===== src/rtl/bus_arbiter_rr.sv =====
// Round-robin bus arbiter with split-transaction parking and release priority.
// Define ARB_TIMEOUT_EN to add a watchdog that ends a grant after TIMEOUT busy cycles.
module bus_arbiter_rr #(
    parameter int NUM_MASTERS = 4,
    parameter int SLAVE_LEN   = 2,
    parameter int NUM_SLAVES  = 3,
    parameter int TIMEOUT     = 64
) (
    input  logic                               clk,
    input  logic                               reset,
    input  logic [NUM_MASTERS-1:0]             request,
    input  logic [NUM_MASTERS*SLAVE_LEN-1:0]   slave_sel,
    input  logic                               trans_done,
    input  logic                               split,
    input  logic [NUM_SLAVES-1:0]              split_release,
    output logic [NUM_MASTERS-1:0]             grant,
    output logic [$clog2(NUM_MASTERS)-1:0]     owner,
    output logic [SLAVE_LEN-1:0]               sel_slave,
    output logic                               arbiter_busy,
    output logic                               bus_busy,
    output logic [NUM_MASTERS-1:0]             split_pending
);

    localparam int PTR_W = $clog2(NUM_MASTERS);

    if (NUM_MASTERS < 2 || NUM_MASTERS > 8 || NUM_SLAVES > 2**SLAVE_LEN || TIMEOUT < 1) begin : g_param_check
        $error("bus_arbiter_rr: illegal parameter combination");
    end

    typedef enum logic {
        IDLE,
        BUSY
    } state_t;

    state_t                 state;
    logic [PTR_W-1:0]       rr_ptr;
    logic [SLAVE_LEN-1:0]   parked_slave [NUM_MASTERS];
    logic [NUM_MASTERS-1:0] release_prio;

    logic [NUM_MASTERS-1:0] eligible;
    logic [NUM_MASTERS-1:0] prio_cand;
    logic [NUM_MASTERS-1:0] release_hit;
    logic [NUM_MASTERS-1:0] park_set;
    logic [NUM_MASTERS-1:0] grant_next;
    logic [NUM_MASTERS-1:0] release_prio_next;
    logic [PTR_W-1:0]       win_idx;
    logic [PTR_W-1:0]       rr_next;
    logic [SLAVE_LEN-1:0]   win_slave;
    logic                   found;
    logic                   done_path;
    logic                   split_path;
    logic                   timeout_hit;
    int                     idx;

`ifdef ARB_TIMEOUT_EN
    localparam int WD_W = $clog2(TIMEOUT + 1);
    logic [WD_W-1:0] wd_count;
    assign timeout_hit = (wd_count >= WD_W'(TIMEOUT));
`else
    assign timeout_hit = 1'b0;
`endif

    assign eligible  = request & ~split_pending;
    assign prio_cand = eligible & release_prio;

    // Recently released masters go first, otherwise scan upward from rr_ptr.
    always_comb begin
        found   = 1'b0;
        win_idx = '0;
        idx     = 0;
        for (int i = 0; i < NUM_MASTERS; i++) begin
            if (!found && prio_cand[i]) begin
                found   = 1'b1;
                win_idx = PTR_W'(i);
            end
        end
        for (int k = 0; k < NUM_MASTERS; k++) begin
            idx = int'(rr_ptr) + k;
            if (idx >= NUM_MASTERS) begin
                idx = idx - NUM_MASTERS;
            end
            if (!found && eligible[idx]) begin
                found   = 1'b1;
                win_idx = PTR_W'(idx);
            end
        end
    end

    assign win_slave  = slave_sel[int'(win_idx)*SLAVE_LEN +: SLAVE_LEN];
    assign grant_next = found ? (NUM_MASTERS'(1) << win_idx) : '0;
    assign rr_next    = (owner == PTR_W'(NUM_MASTERS - 1)) ? '0 : owner + 1'b1;

    // trans_done (or watchdog) beats a simultaneous split.
    assign done_path  = (state == BUSY) && (trans_done || timeout_hit);
    assign split_path = (state == BUSY) && split && !done_path;

    always_comb begin
        release_hit = '0;
        for (int i = 0; i < NUM_MASTERS; i++) begin
            for (int s = 0; s < NUM_SLAVES; s++) begin
                if (split_release[s] && parked_slave[i] == SLAVE_LEN'(s)) begin
                    release_hit[i] = 1'b1;
                end
            end
        end
    end

    assign park_set = split_path ? (NUM_MASTERS'(1) << owner) : '0;

    // Priority lasts only while the released master keeps requesting and is not yet served.
    always_comb begin
        release_prio_next = (release_prio | (split_pending & release_hit)) & request & ~park_set;
        if (state == IDLE) begin
            release_prio_next = release_prio_next & ~grant_next;
        end
    end

    always_ff @(posedge clk) begin
        if (!reset) begin
            state         <= IDLE;
            grant         <= '0;
            owner         <= '0;
            sel_slave     <= '0;
            arbiter_busy  <= 1'b0;
            bus_busy      <= 1'b0;
            split_pending <= '0;
            rr_ptr        <= '0;
            release_prio  <= '0;
            for (int i = 0; i < NUM_MASTERS; i++) begin
                parked_slave[i] <= '0;
            end
`ifdef ARB_TIMEOUT_EN
            wd_count      <= '0;
`endif
        end else begin
            // A park set in this cycle survives a release aimed at the same slave.
            split_pending <= (split_pending & ~release_hit) | park_set;
            release_prio  <= release_prio_next;
            case (state)
                IDLE: begin
                    if (found) begin
                        state        <= BUSY;
                        grant        <= grant_next;
                        owner        <= win_idx;
                        sel_slave    <= win_slave;
                        arbiter_busy <= 1'b1;
                        bus_busy     <= 1'b1;
`ifdef ARB_TIMEOUT_EN
                        wd_count     <= '0;
`endif
                    end
                end
                BUSY: begin
                    if (done_path || split_path) begin
                        state        <= IDLE;
                        grant        <= '0;
                        arbiter_busy <= 1'b0;
                        bus_busy     <= 1'b0;
                        rr_ptr       <= rr_next;
                        if (split_path) begin
                            parked_slave[owner] <= sel_slave;
                        end
                    end
`ifdef ARB_TIMEOUT_EN
                    else begin
                        wd_count <= wd_count + 1'b1;
                    end
`endif
                end
                default: begin
                    state <= IDLE;
                end
            endcase
        end
    end

endmodule


===== config.mk =====
export PLATFORM = sky130hd
export DESIGN_NAME = bus_arbiter_rr
export DESIGN_NICKNAME = d
export VERILOG_FILES = /design/src/rtl/bus_arbiter_rr.sv
export SDC_FILE = /design/constraint.sdc
export NUM_CORES = 1
export LEC_CHECK = 0
export CAP_MARGIN = 0
export CORE_ASPECT_RATIO = 0.75
export CORE_UTILIZATION = 50
export CTS_CLUSTER_SIZE = 20
export DETAILED_ROUTE_END_ITERATION = 8
export GPL_TIMING_DRIVEN = 0
export MAX_ROUTING_LAYER = met4
export PLACE_DENSITY = 0.85
export SLEW_MARGIN = 20
export SYNTH_ARGS = -nofsm -noshare
export SYNTH_HDL_FRONTEND = slang
export SYNTH_SLANG_ARGS = --single-unit

===== constraint.sdc =====
create_clock -name clk -period 5 [get_ports clk]
set_input_delay 1 -clock clk [delete_from_list [all_inputs] [get_ports clk]]
set_output_delay 1 -clock clk [all_outputs]
set_load 0.03 [all_outputs]

==> results of run 1 <==
[cell families after synthesis]
logic type	share of synthesized area (%)
fa+ha+maj	2.90
buf+inv	3.62
compound gates	20.9
mux	5.51
flops	37.1
xor+xnor	0.507
simple gates	29.5
[worst paths after layout]
check        cells past startpoint              from  slack, ns      endpoint
min reg2reg                      2          grant[0]       0.48      grant[0]
max                              8        request[0]       1.87  sel_slave[0]
min                              2          grant[0]       0.48      grant[0]
max reg2reg                      7  split_pending[2]       2.71  sel_slave[0]
[placed cells by master, fill, tap and decap left out, drive strengths merged, types with 5 or more instances in the layout]
master and instances:
nor3b 6, mux2i 5, nand3b 5, nor2 10
clkdlybuf4s50 31, o22ai 5, clkbuf 7, edfxtp 8
a21oi 10, nand2b 5, nand3 9, o21ai 5
dfxtp 20, buf 5, a21boi 10, nand2 25
nor2b 7
[power groups by stage]
stage / clock network [mW] / logic [mW] / registers (mW)
6_report: 0.143 / 0.214 / 0.268
2_1_floorplan: 0 / 0.122 / 0.293
5_1_grt: 0.156 / 0.233 / 0.272
3_3_place_gp: 0 / 0.208 / 0.273
3_5_place_dp: 0 / 0.211 / 0.273
4_1_cts: 0.145 / 0.213 / 0.268
[worst max-delay path: cells and delay by family]
family	cells	cell delay [ns]
and+or+nand+nor	4	0.81
muxes	2	0.79
buffers and inverters	1	0.49
AOI/OAI and AO/OA	1	0.20
[flip-flops by register name, summed over array words and instances (netlist names)]
register,cells
bus_busy,1
grant,4
owner,2
parked_slave,8
release_prio,4
rr_ptr,2
sel_slave,2
split_pending,4
state,1
[stage by stage]
step | cell area (sq um) | cells | util (%)
2_1_floorplan | 1730 | 186 | -
3_3_place_gp | 2090 | 257 | 63.5
3_5_place_dp | 2090 | 257 | 63.5
4_1_cts | 2140 | 261 | 65.1
5_1_grt | 2140 | 261 | 65.1
6_report | 2140 | 261 | 65.1
[area by class of cell]
cell class	instances	share of cell area, %
Tap cell	40	2.34
Sequential cell	28	29.9
Clock buffer	4	2.57
Inverter	3	0.526
Buffer	8	2.39
Timing Repair Buffer	31	14.5
Multi-Input combinational cell	147	47.8
[metal layers]
metal  wire (um)  vias to the layer above  share of wire (%)  GRT usage (%)
met4          35                        0               0.87           7.67
met5           0                        -                  0              -
met1        1940                      705                 48           31.1
met2        1750                       54                 43           36.5
met3         299                        5                7.4           6.67
li1            -                      755                  -              -
==> metrics.txt, run 1 <==
WS Path Type input pin to register; maximum clock rate ~0.32 GHz; Max transition margin approximately three fifths; Die W 69.9 um; first-pass GRT wire length around 6600 um; Int Power between 0.4 and 0.5 mW; Max Cap Viol 0; Yosys top cell by area dfxtp_1; I/O Buffers 31; row count 18; overall power 0.626 mW; pin count of the biggest net entering global routing 16; Root Buffer clkbuf_8; flops & latches, synth 28; synth-to-layout area growth 24.1%; number of synthesis warnings 0; P_sw around 0.21 mW; TritonRoute pass-1 iters 4; Setup Viol. Count Final 0; sequential power share a little over two fifths; mean post-synth cell area around 9.3 sq um; synth unique cells 56; worst setup slack after layout between 1.5 and 2 ns; EDFF count, synth 8; clk_lat worst skew 0.28 ns; maximum vdd drop ~0.15 mV; most instantiated cells after synthesis 21 x nand2_1, 20 x dfxtp_1, 10 x nor2_1; clk_skew just over 0.003 ns; Seq/Total Area, Yosys a little under two fifths; TNS Setup 0 ns; CP Launch Type input pin; CTS Sinks 28; pre-CTS setup slack approximately 1.6 ns; switching share of power ~33%; PostCTS Resize Cnt 0; cell chain of the critical path clkdlybuf4s50_1 > nor2b_1 > mux4_2 > and4bb_4 > nand2_4 > nand2_4 > mux2_1 > o211a_1; H-Tree Depth 1; Min Hold Slack 0.482 ns; LEAKAGE between 0.7 and 0.8 nW; Tmin final approximately 3.1 ns; WL/cell between 15 and 20 um; post-CTS setup buffer count 0; fraction of layout cells with a size suffix above 1 11.3%; Sequential Area 641 sq um; CTS tree yes; Synthesized Nets 209; combinational share of power 34.2%; Starting Density between 50% and 60%; Synth Flop Type dfxtp_1; Reg clk slew, reported paths around 0.10 ns; initial antenna violation count 0; gr ovfl total 0; vias in the first global route roughly 1400; ys async rst share 0%; Die Area 3690 sq um; Worst Path Max Fanout 7; clock power share a little under a quarter; die height between 50 and 60 um; Final #Nets around 250; Area contributors post-synth dfxtp_1 23%, edfxtp_1 14%, nand2_1 4.6%; Initial DRC Count 78; fill cell count 260; Final HPWL DP 3030 um; final antenna-violating net count 0; cts hold-fix bufs 0; Synth top area share between 20% and 30%; crit-path most repeated cell nand2_4; GR Util All Layers approximately a quarter; core area around 3300 sq um; endpoints failing hold 0; Via density 5.82; status finished clean; Routed Wire Length between 4000 and 5000 um; Post-Syn Instances 186; CP max stage delay about 0.49 ns; pwr/cell area about 290 nW/um^2; DRC 0; Via Count 1519; Crit-path slowest cell clkdlybuf4s50_1; ANT cells 0; Req. time, crit path 5.18 ns; Tcrit/Tclk final a little over three fifths; fin. max-slew vios 0; CP endpoint kind register; Critical Path AT around 3.3 ns; most common cell in the synthesized netlist nand2_1; worst slew pin tran slightly above 0.6 ns; number of CTS-inserted buffers 3; Post-Syn Area 1730 sq um; gpl congestion 0.929; IO Count 33; clk buf depth 2; Multi-input gate area about 1000 sq um; Hold Path Class register to register; RSZ-0062 raised after global routing false
No activity file was read; power rests on OpenSTA's default activity.
==> inputs of run 2 (changes only) <==
clock period = 3 ns   (was 5 ns; I/O delays follow)
==> results of run 2 <==
Same layout as run 1 (identical final DEF). Status: finished clean.
Main changes from that run: setup slack after placement 1.59 ns -> -0.00895 ns; setup slack after layout 1.87 ns -> 0.270 ns; register-to-register setup slack 2.71 ns -> 0.71 ns; total power 0.626 mW -> 1.04 mW; worst IR drop on VDD 0.153 mV -> 0.256 mV
==> inputs of run 3 (changes only) <==
CORE_ASPECT_RATIO = 0.7   (was 0.75)
==> run 3 against run 2 <==
Utilization up 2.2 points; hold slack worse by 0.0066 ns; design area up 0.93%; sequential power about the same; clock power up 11%; combinational power up 1%; sequential share of layout area down 0.28 points; first-iteration DRC count up 140%; clock-buffer cell count unchanged; worst setup slack worse by 0.037 ns; critical endpoint is now sel_slave[1]; highest routed layer unchanged.
==> metrics.txt, run 3 (same netlist as run 1, synthesis figures left out) <==
clk_lat worst skew 0.27 ns (was 0.28 ns); cts hold-fix bufs 0 (unchanged); I/O Buffers 31 (unchanged); Die Area 3700 sq um (was 3690 sq um); Biggest register parked_slave (unchanged); TritonRoute pass-1 iters 4 (unchanged); core area 3210 sq um (was 3290 sq um); Buffers & Inverters on Critical Path 1 (unchanged); WS Path Type input pin to register (unchanged); WL/cell 15.9 um (was 15.4 um); Routed Wire Length 4270 um (was 4030 um); Initial DRC Count 187 (was 78); PostCTS Resize Cnt 0 (unchanged); CP max stage delay 0.50 ns (was 0.49 ns); H-Tree Depth 1 (unchanged); LEAKAGE 0.781 nW (was 0.776 nW); Final Util 67.3% (was 65.1%); Hold Path Class register to register (unchanged); Crit-path slowest cell clkdlybuf4s50_1 (unchanged); Non-Filler Instances 268 (was 261); pre-CTS setup slack -0.00340 ns (was -0.00895 ns); Setup Viol. Count Final 0 (unchanged); IO Count 33 (unchanged); Root Buffer clkbuf_8 (unchanged); RSZ-0062 raised after global routing false (unchanged); most common cell after layout, fill and taps aside clkdlybuf4s50_1 (unchanged); gr ovfl total 0 (unchanged); Final #Nets 245 (unchanged); row count 17 (was 18); endpoints failing hold 0 (unchanged); worst setup slack after layout 0.234 ns (was 0.270 ns); most frequent cells in the layout 31 x clkdlybuf4s50_1, 21 x nand2_1, 20 x dfxtp_1 (unchanged); worst slew pin tran 0.597 ns (was 0.608 ns); Min Hold Slack 0.475 ns (was 0.482 ns); vias in the first global route 1440 (was 1398); initial antenna violation count 0 (unchanged); CP endpoint kind register (unchanged); Max transition margin 59.8% (was 59.1%); pin count of the biggest net entering global routing 17 (was 16); gpl congestion 0.855 (was 0.929); pwr/cell area 497 nW/um^2 (was 487 nW/um^2); first-pass GRT wire length 6920 um (was 6590 um); Die W 72.2 um (was 69.9 um); Tmin final 2.77 ns (was 2.73 ns); clk buf depth 2 (unchanged); Starting Density 53.8% (was 52.5%); fraction of layout cells with a size suffix above 1 11.3% (unchanged); CTS tree yes (unchanged); Critical Path AT 2.95 ns (was 2.91 ns); fin. max-slew vios 0 (unchanged); GR Util All Layers 25.7% (was 23.9%); Final HPWL DP 3120 um (was 3030 um); final antenna-violating net count 0 (unchanged); fin area 2160 sq um (was 2140 sq um); Via density 5.71 (was 5.82); DRC 0 (unchanged); die height 51.2 um (was 52.9 um); CP Launch Type input pin (unchanged); Reg clk slew, reported paths 0.10 ns (about the same); crit-path most repeated cell nand2_4 (unchanged); number of CTS-inserted buffers 3 (unchanged); Placed Instance Area 2100 sq um (was 2090 sq um); maximum clock rate 0.361 GHz (was 0.366 GHz); Req. time, crit path 3.18 ns (about the same); post-CTS setup buffer count 0 (unchanged); status finished clean (unchanged); ANT cells 0 (unchanged); Worst Path Max Fanout 7 (unchanged); maximum vdd drop 0.286 mV (was 0.256 mV); Tcrit/Tclk final 92.2% (was 91.0%); synth-to-layout area growth 25.2% (was 24.1%); Placed Instances 264 (was 257); max reg flops 8 (unchanged); clk_skew 0.00305 ns (was 0.00308 ns); cell chain of the critical path clkdlybuf4s50_1 > nor2b_2 > mux4_2 > and4bb_4 > nand2_4 > nand2_4 > mux2_1 > o211a_1 (was clkdlybuf4s50_1 > nor2b_1 > mux4_2 > and4bb_4 > nand2_4 > nand2_4 > mux2_1 > o211a_1); CTS Sinks 28 (unchanged); Top delay family on crit path simple AND/OR/NAND/NOR gates (unchanged); Via Count 1531 (was 1519); Max Cap Viol 0 (unchanged)
run 3: cell types whose count changed in the layout (fill, tap and decap cells not counted):
cell       before  now
clkbuf_8        4    3
clkbuf_16       0    1
run 3: cell type report:
type                            instances  area, sq um
Buffer                                  8         51.3
Clock buffer                            4         66.3
Fill cell                             254         1050
Inverter                                3         11.3
Multi-Input combinational cell        147         1020
Sequential cell                        28          641
Tap cell                               47         58.8
Timing Repair Buffer                   31          310
run 3: where the power goes:
part | switching [mW] | internal (mW) | leakage (nW) | total (mW)
clock network | 0.120 | 0.145 | 0.0339 | 0.265
logic | 0.202 | 0.158 | 0.501 | 0.361
registers | 0.0304 | 0.418 | 0.246 | 0.448
run 3: worst reg2reg max path, delay by kind of cell, from the launching register on:
kind / cells / cell delay [ns]
AND/OR/NAND/NOR: 4 / 0.75
flip-flops: 1 / 0.47
AO/OA/AOI/OAI: 1 / 0.21
multiplexers: 2 / 0.78
run 3: final timing paths:
kind	startpoint	to	slack, ns	cells after the start
worst min register to register	grant[0]	grant[0]	0.47	2
worst min-delay path	grant[0]	grant[0]	0.47	2
worst max-delay path	request[2]	sel_slave[1]	0.23	8
worst max register to register	split_pending[2]	sel_slave[1]	0.70	7
run 3: stage by stage:
stage	power, mW	TNS, ns
after floorplan	0.691	0
after global placement	0.803	0
after detailed placement	0.808	-0.00414
after CTS	1.07	0
after global routing	1.11	0
final	1.07	0
run 3: per-layer routing:
layer | global-route usage (%) | vias to the layer above | share of wire (%)
met5 | - | - | 0
met4 | 4.25 | 0 | 0.16
met3 | 5.33 | 2 | 7.1
met2 | 38.8 | 65 | 45
met1 | 36.2 | 708 | 48
li1 | - | 756 | -
